===== config.mk =====
export PLATFORM = sky130hd
export DESIGN_NAME = mux153_bus_arbiter_flat
export DESIGN_NICKNAME = d
export VERILOG_FILES = /design/src/rtl/mux153_bus_arbiter_if.sv /design/src/rtl/mux153_bus_arbiter.sv /design/src/flat_wrapper.sv
export SDC_FILE = /design/constraint.sdc
export NUM_CORES = 1
export LEC_CHECK = 0
export ABC_AREA = 1
export CAP_MARGIN = 20
export CELL_PAD_IN_SITES_DETAIL_PLACEMENT = 0
export CELL_PAD_IN_SITES_GLOBAL_PLACEMENT = 1
export CORE_MARGIN = 10
export CORE_UTILIZATION = 35
export CTS_CLUSTER_DIAMETER = 200
export DETAILED_ROUTE_END_ITERATION = 7
export GPL_TIMING_DRIVEN = 0
export PLACE_DENSITY = 0.78
export SETUP_SLACK_MARGIN = 0.05
export SYNTH_ARGS = -nofsm -noshare
export SYNTH_HDL_FRONTEND = slang
export SYNTH_SLANG_ARGS = --single-unit

===== constraint.sdc =====
create_clock -name clk -period 1.87 [get_ports clk]
set_clock_uncertainty 0.05 [all_clocks]
set_input_delay 0.374 -clock clk [delete_from_list [all_inputs] [get_ports clk]]
set_output_delay 0.374 -clock clk [all_outputs]
set_load 0.03 [all_outputs]

===== src/rtl/mux153_bus_arbiter_if.sv =====
// Request, select and strobe bundle between the requesters,
// the arbiter and the 74x153 pair feeding the shared bus.
interface mux153_bus_arbiter_if;
  logic [3:0] req;
  logic       sel_a;
  logic       sel_b;
  logic       enable_n;
  logic [3:0] grant;
  logic       busy;

  modport master (
    input  req,
    output sel_a,
    output sel_b,
    output enable_n,
    output grant,
    output busy
  );

  modport slave (
    output req,
    input  sel_a,
    input  sel_b,
    input  enable_n,
    input  grant,
    input  busy
  );
endinterface


===== src/rtl/mux153_bus_arbiter.sv =====
// Round-robin arbiter for a 74x153 shared bus mux with
// break-before-make select/strobe sequencing.
module mux153_bus_arbiter #(
  parameter int SETTLE_CYCLES = 1,
  parameter int MAX_HOLD      = 8
) (
  input logic                  clk,
  input logic                  reset_n,
  mux153_bus_arbiter_if.master bus
);

  typedef enum logic [1:0] {
    IDLE,
    SETTLE,
    GRANT
  } state_t;

  localparam logic [3:0] S_LAST = 4'(SETTLE_CYCLES - 1);
  localparam logic [7:0] H_LAST = 8'(MAX_HOLD - 1);
  localparam logic [7:0] H_MAX  = 8'(MAX_HOLD);

  state_t     state;
  state_t     state_d;
  logic [1:0] sel;
  logic [1:0] sel_d;
  logic [1:0] last;
  logic [1:0] last_d;
  logic [3:0] scnt;
  logic [3:0] scnt_d;
  logic [7:0] hcnt;
  logic [7:0] hcnt_d;
  logic       en_n;
  logic       en_n_d;
  logic [3:0] gnt;
  logic [3:0] gnt_d;
  logic       busy;
  logic       busy_d;
  logic [3:0] others;

  // First asserted request after l, wrapping modulo 4.
  function automatic logic [1:0] pick(
    input logic [3:0] r,
    input logic [1:0] l
  );
    logic [1:0] idx;
    logic [1:0] res;
    logic       found;
    res   = l;
    found = 1'b0;
    for (int k = 1; k <= 4; k++) begin
      idx = l + 2'(k);
      if (!found && r[idx]) begin
        res   = idx;
        found = 1'b1;
      end
    end
    return res;
  endfunction

  // The selects hold the owner throughout GRANT.
  assign others = bus.req & ~(4'b0001 << sel);

  // Next-state, select and counter decisions.
  always_comb begin
    state_d = state;
    sel_d   = sel;
    last_d  = last;
    scnt_d  = scnt;
    hcnt_d  = hcnt;
    unique case (state)
      IDLE: begin
        if (|bus.req) begin
          state_d = SETTLE;
          sel_d   = pick(bus.req, last);
          scnt_d  = '0;
        end
      end
      SETTLE: begin
        if (scnt == S_LAST) begin
          if (bus.req[sel]) begin
            state_d = GRANT;
            last_d  = sel;
            hcnt_d  = '0;
          end else if (|bus.req) begin
            sel_d  = pick(bus.req, last);
            scnt_d = '0;
          end else begin
            state_d = IDLE;
          end
        end else begin
          scnt_d = scnt + 4'd1;
        end
      end
      GRANT: begin
        if (!bus.req[sel]) begin
          if (|others) begin
            state_d = SETTLE;
            sel_d   = pick(bus.req, last);
            scnt_d  = '0;
          end else begin
            state_d = IDLE;
          end
        end else if (hcnt == H_LAST && |others) begin
          state_d = SETTLE;
          sel_d   = pick(bus.req, last);
          scnt_d  = '0;
        end else if (hcnt != H_MAX) begin
          hcnt_d = hcnt + 8'd1;
        end
      end
      default: begin
        state_d = IDLE;
      end
    endcase
    en_n_d = (state_d != GRANT);
    gnt_d  = (state_d == GRANT) ? (4'b0001 << sel_d) : 4'b0000;
    busy_d = (state_d != IDLE);
  end

  // State, counters and registered outputs.
  always_ff @(posedge clk) begin
    if (!reset_n) begin
      state <= IDLE;
      sel   <= 2'd0;
      last  <= 2'd3;
      scnt  <= '0;
      hcnt  <= '0;
      en_n  <= 1'b1;
      gnt   <= 4'b0000;
      busy  <= 1'b0;
    end else begin
      state <= state_d;
      sel   <= sel_d;
      last  <= last_d;
      scnt  <= scnt_d;
      hcnt  <= hcnt_d;
      en_n  <= en_n_d;
      gnt   <= gnt_d;
      busy  <= busy_d;
    end
  end

  assign bus.sel_a    = sel[0];
  assign bus.sel_b    = sel[1];
  assign bus.enable_n = en_n;
  assign bus.grant    = gnt;
  assign bus.busy     = busy;

endmodule


===== src/flat_wrapper.sv =====
// flat-port wrapper written by rule: the top's interface ports become plain ports
module mux153_bus_arbiter_flat 
#(
  parameter int SETTLE_CYCLES = 1,
  parameter int MAX_HOLD      = 8
)
  (clk, reset_n, bus_req, bus_sel_a, bus_sel_b, bus_enable_n, bus_grant, bus_busy);
  mux153_bus_arbiter_if bus_i ();
  input logic clk;
  input logic reset_n;
  input wire logic [$bits(bus_i.req)-1:0] bus_req;
  output wire logic [$bits(bus_i.sel_a)-1:0] bus_sel_a;
  output wire logic [$bits(bus_i.sel_b)-1:0] bus_sel_b;
  output wire logic [$bits(bus_i.enable_n)-1:0] bus_enable_n;
  output wire logic [$bits(bus_i.grant)-1:0] bus_grant;
  output wire logic [$bits(bus_i.busy)-1:0] bus_busy;
  assign bus_i.req = bus_req;
  assign bus_sel_a = bus_i.sel_a;
  assign bus_sel_b = bus_i.sel_b;
  assign bus_enable_n = bus_i.enable_n;
  assign bus_grant = bus_i.grant;
  assign bus_busy = bus_i.busy;
  mux153_bus_arbiter #(.SETTLE_CYCLES(SETTLE_CYCLES), .MAX_HOLD(MAX_HOLD)) u_core (.clk(clk), .reset_n(reset_n), .bus(bus_i));
endmodule

==> run metrics, run 1 <==
status finished, final reports clean; CTS tree yes; n_diodes 0; Hold Crit Class flip-flop to flip-flop; effective utilization at floorplan 36.83%; Switch Pwr approximately 1.1 mW; vias per cell approximately 4.7; gr usage total 9.889%; worst path arrival time 1.30 ns; highest-delay cell along the critical path clkdlybuf4s50_1; number of global-route vias before repair 1611; CP startpoint kind flip-flop; first-pass GRT wire length 7.134 mm; max_cap viols 0; critical path type flip-flop to output pin; DR WL/cell about 11 um; Routed Antenna Nets 0; initial antenna violation count 0; setup TNS 0 ns; Commonest cells post-synth nand2_1, inv_1, nor2_1; Mean Syn Cell Area 6.428 um2; DRC 0; LEAKAGE 0.9931 nW; CP Capture Type output pin; drt pass-1 iters 4; Seq/Total Area, Yosys 27.08%; Longest Clk Path Bufs 2; grt ovf 0; area leader, netlist dfxtp_1; IO Count 14; # hold bufs at CTS 0; DP Wirelength 3.152 mm; post-layout minimum cycle time 1.726 ns; PD cells 1144 mW/mm2; CTS clk-pin slew, worst paths around 0.10 ns; # rows 25; slowest stage delay, CP 0.68 ns; hold slack roughly 0.42 ns; largest net degree at the start of global routing 15; area occupied by multi-input gates 0.001171 mm2; Crit path max-delay family buffers and inverters; Max Freq 0.5794 GHz; CORE AREA 0.004817 mm2; TritonCTS Buffers 3; worst path bufs/invs 1; Mapped Area between 0.0015 and 0.002 mm2; Placed Area between 0.0015 and 0.002 mm2; critical path cell sequence clkdlybuf4s50_1; final instance area about 0.0022 mm2; final worst-path cycle share between 90% and 100%; Total Wirelength 4.128 mm; number of flops mapped to enable cells by yosys 0; most frequent cell after synthesis nand2_1; Unique masters post-synth 32; Flop pwr share 26.1%; final hold vios 0; worst ir drop on vdd about 0.5 mV; CTS Root Cell clkbuf_8; CTS Sinks 24; CP required 1.45 ns; vias between 1500 and 2000; cells after synthesis approximately 280; register area 494.2 um2; CP Max Fanout 2; ranking of synthesized cells by area dfxtp_1, nand2_1, inv_1; final setup fails 0; fin. max-slew vios 0; Clock Latency Late Sink 0.27 ns; power share of the combinational group 55.2%; die area 0.008317 mm2; share of the synthesized area in the top cell type 27.08%; Ys Warns 0; global placement routability congestion 0.7905; slew at the pin with the worst max-slew slack between 0.5 and 0.6 ns; flops & latches, synth 24; initial DRC count 53; share of layout cells above drive strength 1 22.52%; Port Buffer Count 13; # H-tree levels 1; area growth from synthesis to layout 24.54%; Post-synth ARST share 0%; fill count between 500 and 600; Clk network pwr share a little under a fifth; die width 91.20 um; Int Pwr 1.398 mW; chip height 91.20 um; RSZ-0062 raised after global routing no; switch share around 45%; ys flop type dfxtp_1; Final nets between 300 and 400; Slew headroom 64.47%; Net Count, Synth 290
[worst reg2reg max path, stage by stage, from the launching register on]
cell and delay (ns):
dfxtp_4 0.38, inv_4 0.07, ha_4 0.17, clkinvlp_4 0.16, nor2_4 0.17, nand2_4 0.10
a21oi_2 0.14, nand2_2 0.10, nor2_4 0.14, buf_4 0.12, inv_1 0.03
[logic make-up (layout without fill, tap and decap cells)]
group	count (synthesis)	in the layout	synth area share (%)
and+or+nand+nor	161	161	42.67
buffers and inverters	44	70	10.44
AOI/OAI and AO/OA	33	33	11.21
DFF	24	24	27.08
adders and majority gates	8	8	5.642
xor gates and xnor gates	6	6	2.962
[layout make-up]
class                           instances  share of cell area [%]
Tap cell                               67                   3.794
Timing Repair Buffer                   22                   8.834
Buffer                                  3                   1.189
Multi-Input combinational cell        208                   53.00
Inverter                               41                   7.588
Clock inverter                          1                   1.359
Sequential cell                        24                   22.37
Clock buffer                            3                   1.869
[layer usage]
layer | track usage, % | share of wire [%]
met2 | 17.36 | 47
met3 | 1.646 | 2.1
met1 | 12.16 | 50
met4 | 2.480 | 0.97
met5 | 0 | 0
[cell usage in the layout, fill, tap and decap left out, types with 2 or more instances in the layout]
cell type / count
buf_6: 2
nand2_2: 12
dfxtp_2: 5
nand4_1: 3
clkbuf_8: 3
clkdlybuf4s50_1: 8
o21ai_0: 7
nor2_4: 4
a21oi_1: 10
dlygate4sd2_1: 4
buf_4: 9
nand3_2: 5
ha_1: 5
o211ai_1: 3
dfxtp_4: 2
nand2_4: 2
nor3_1: 2
nand2_1: 81
ha_4: 2
dfxtp_1: 17
inv_4: 2
xor2_1: 5
a21oi_2: 2
nand3_1: 16
o21ai_2: 3
inv_1: 32
nor2_1: 29
inv_2: 5
o21ai_1: 5
nor3_2: 2
[path summary, 6_finish.rpt]
check                                    from  slack [ns]                             end  cells after the start
hold / removal    u_core.scnt[3]$_SDFFE_PN0P_        0.42     u_core.scnt[3]$_SDFFE_PN0P_                      2
hold reg to reg   u_core.scnt[3]$_SDFFE_PN0P_        0.42     u_core.scnt[3]$_SDFFE_PN0P_                      2
setup / recovery     u_core.sel[0]$_SDFF_PN0_        0.14                       bus_sel_a                      1
setup reg to reg   u_core.state[1]$_SDFF_PN0_        0.15  u_core.bus.enable_n$_SDFF_PN1_                     10
[flip-flops by register name (all words and copies together) (netlist names)]
name                 cells
u_core.bus.enable_n      1
u_core.last              2
u_core.bus.grant         4
u_core.sel               2
u_core.hcnt              8
u_core.state             2
u_core.bus.busy          1
u_core.scnt              4
[through the flow]
step	std cells	total power [mW]	setup slack [ns]	utilization, %
final	369	2.528	0.1442	45.87
after global routing	369	2.739	0.01386	45.87
after CTS	363	2.425	0.05057	43.48
after detailed placement	356	1.913	-0.3535	41.27
after global placement	356	1.914	-0.3676	41.27
after floorplan	276	1.636	0.1966	-
[repair_timing]
item,4_1_cts,5_1_grt
endpoints found under the setup margin,15,19
resized for setup,9,23
buffers inserted,3,6
pin swaps,3,4
[power groups by stage]
stage	registers, mW	logic [mW]	clock network (mW)
detailed placement	0.654	1.26	0
finish	0.659	1.40	0.473
global route	0.670	1.57	0.494
CTS	0.642	1.30	0.479
floorplan	0.694	0.942	0
global placement	0.652	1.26	0
(Power assumes the default switching activity.)
==> run 2: changes to the inputs <==
--- a/config.mk
+++ b/config.mk
@@ -15,7 +15,7 @@
 export DETAILED_ROUTE_END_ITERATION = 7
 export GPL_TIMING_DRIVEN = 0
 export PLACE_DENSITY = 0.78
-export SETUP_SLACK_MARGIN = 0.05
+export SETUP_SLACK_MARGIN = 0.4
 export SYNTH_ARGS = -nofsm -noshare
 export SYNTH_HDL_FRONTEND = slang
 export SYNTH_SLANG_ARGS = --single-unit
==> run 2 against run 1 <==
First-iteration DRC count up 26%. Via count up 7.9%. Combinational power up 29%. Sequential cell count unchanged. Highest routed layer unchanged.
==> run metrics, run 2 (synthesis gave the netlist of run 1 again) <==
Final nets 342 (+7.9%); largest net degree at the start of global routing 15 (unchanged); first-pass GRT wire length 8.280 mm (+16%); RSZ-0062 raised after global routing yes; CP required 2.04 ns (+0.59 ns); die area 0.008317 mm2 (unchanged); Slew headroom 61.26% (-3.2 points); Hold Crit Class flip-flop to flip-flop; grt ovf 0 (unchanged); most frequent cells in the layout nand2_1, buf_4, inv_1, nor2_1, nand2_2; # hold bufs at CTS 0 (unchanged); post-layout minimum cycle time 1.690 ns (-0.03615 ns); Max Freq 0.5918 GHz (+2.1%); PD cells 1153 mW/mm2 (+0.80%); worst ir drop on vdd 0.4515 mV (-8.3%); Port Buffer Count 13 (unchanged); Clk network pwr share 15.9% (-2.8 points); CP Capture Type flip-flop; final setup fails 0 (unchanged); CP startpoint kind flip-flop; Total Power 2.942 mW (+16%); # H-tree levels 1 (unchanged); Switch Pwr 1.318 mW (+17%); hold slack 0.4335 ns (+0.01428 ns); # rows 25 (unchanged); CTS Root Cell clkbuf_8; switch share 44.78% (+0.088 points); CP Max Fanout 4 (+2); power share of the combinational group 61.3% (+6.1 points); gr usage total 11.57% (+1.7 points); commonest non-fill, non-tap cell in the layout nand2_1; setup TNS 0 ns (unchanged); vias 1852 (+7.9%); Top reg by flops u_core.hcnt; final instance area 0.002551 mm2 (+15%); final worst-path cycle share 90.36% (-1.9 points); Routed Antenna Nets 0 (unchanged); DP Cell Count 356 (unchanged); effective utilization at floorplan 36.83% (unchanged); DR WL/cell 12.51 um (+12%); vias per cell 4.701 (+1.1%); initial DRC count 67 (+26%); number of global-route vias before repair 1867 (+16%); critical path type flip-flop to flip-flop; chip height 91.20 um (unchanged); max reg flops 8 (unchanged); Flop pwr share 22.8% (-3.3 points); Total Wirelength 4.927 mm (+19%); final hold vios 0 (unchanged); area growth from synthesis to layout 43.79%; CTS clk-pin slew, worst paths 0.09 ns (about the same); n_diodes 0 (unchanged); DRC 0 (unchanged); CTS Sinks 24 (unchanged); register area 500.5 um2 (+1.3%); fin. max-slew vios 0 (unchanged); Placed Area 0.002034 mm2 (+2.3%); worst path arrival time 1.86 ns (+0.56 ns); Int Pwr 1.625 mW (+16%); DP Wirelength 3.196 mm (+1.4%); TritonCTS Buffers 3 (unchanged); CTS tree yes; status finished, final reports clean; fin cells 394 (+6.8%); area occupied by multi-input gates 0.001321 mm2 (+13%); IO Count 14 (unchanged); CORE AREA 0.004817 mm2 (unchanged); share of layout cells above drive strength 1 41.28% (+19 points); Place WS -0.3749 ns (-0.02142 ns); Longest Clk Path Bufs 2 (unchanged); worst hold stages 2 (unchanged); worst r2r path cells 11 (+1); initial antenna violation count 0 (unchanged); Util after Layout 52.96% (+7.1 points); die width 91.20 um (unchanged); drt pass-1 iters 4 (unchanged); LEAKAGE 1.150 nW (+16%); slew at the pin with the worst max-slew slack 0.5812 ns (+0.04817 ns); max_cap viols 0 (unchanged); fill count 495 (-6.8%); PnR worst setup slack 0.1803 ns (+0.03615 ns); global placement routability congestion 0.8312 (+5.1%); Clock Latency Late Sink 0.28 ns (about the same)
run 2: cell types whose count changed in the layout (fill, tap and decap cells not counted), sizes merged:
cell and delta:
buf +27, clkdlybuf4s15 +3, clkdlybuf4s50 -8, dlygate4sd2 +3, dlymetal6s2s -1, nand2 +1
run 2: final cells by class:
type,instances,area share (%)
multi-input combinational,209,51.79
sequential,24,19.62
timing repair buffer,46,14.62
inverter,41,6.866
tap,67,3.286
clock buffer,3,1.618
clock inverter,1,1.177
buffer,3,1.030
run 2: path summary, 6_finish.rpt:
path	start	endpoint	slack (ns)
worst max register to register	u_core.state[1]$_SDFF_PN0_	u_core.bus.grant[1]$_SDFF_PP0_	0.18
worst max-delay path	u_core.state[1]$_SDFF_PN0_	u_core.bus.grant[1]$_SDFF_PP0_	0.18
worst min-delay path	u_core.scnt[3]$_SDFFE_PN0P_	u_core.scnt[3]$_SDFFE_PN0P_	0.43
worst min register to register	u_core.scnt[3]$_SDFFE_PN0P_	u_core.scnt[3]$_SDFFE_PN0P_	0.43
run 2: what timing repair did:
item                       4_1_cts  5_1_grt
buffers inserted                22        9
cloned                           3        0
hold endpoints to repair         0        0
setup endpoints to repair       32       24
pin swaps                       27       20
gates resized for setup         72       28
run 2: layer usage:
layer / GRT usage, % / up-vias / wire length, um
met3: 2.058 / 6 / 113
li1: - / 976 / -
met5: 0 / - / 0
met1: 12.69 / 847 / 2199
met2: 22.14 / 23 / 2563
met4: 3.003 / 0 / 51
run 2: power groups by stage:
stage | Combinational (mW) | Clock, mW | Sequential (mW)
after detailed placement | 1.29 | 0 | 0.670
after global routing | 1.98 | 0.498 | 0.684
final | 1.80 | 0.467 | 0.672
after floorplan | 0.973 | 0 | 0.710
after CTS | 1.60 | 0.483 | 0.670
after global placement | 1.30 | 0 | 0.667
run 2: worst max-delay path: stages (launching register included):
cell and delay (ns):
dfxtp_2 0.34, inv_2 0.08, ha_4 0.15, clkinvlp_4 0.12
buf_4 0.16, nor2_4 0.14, nor3_2 0.06, nand2_1 0.09
nand2_2 0.08, nor2_4 0.15, nand3_2 0.11, nor2_2 0.10
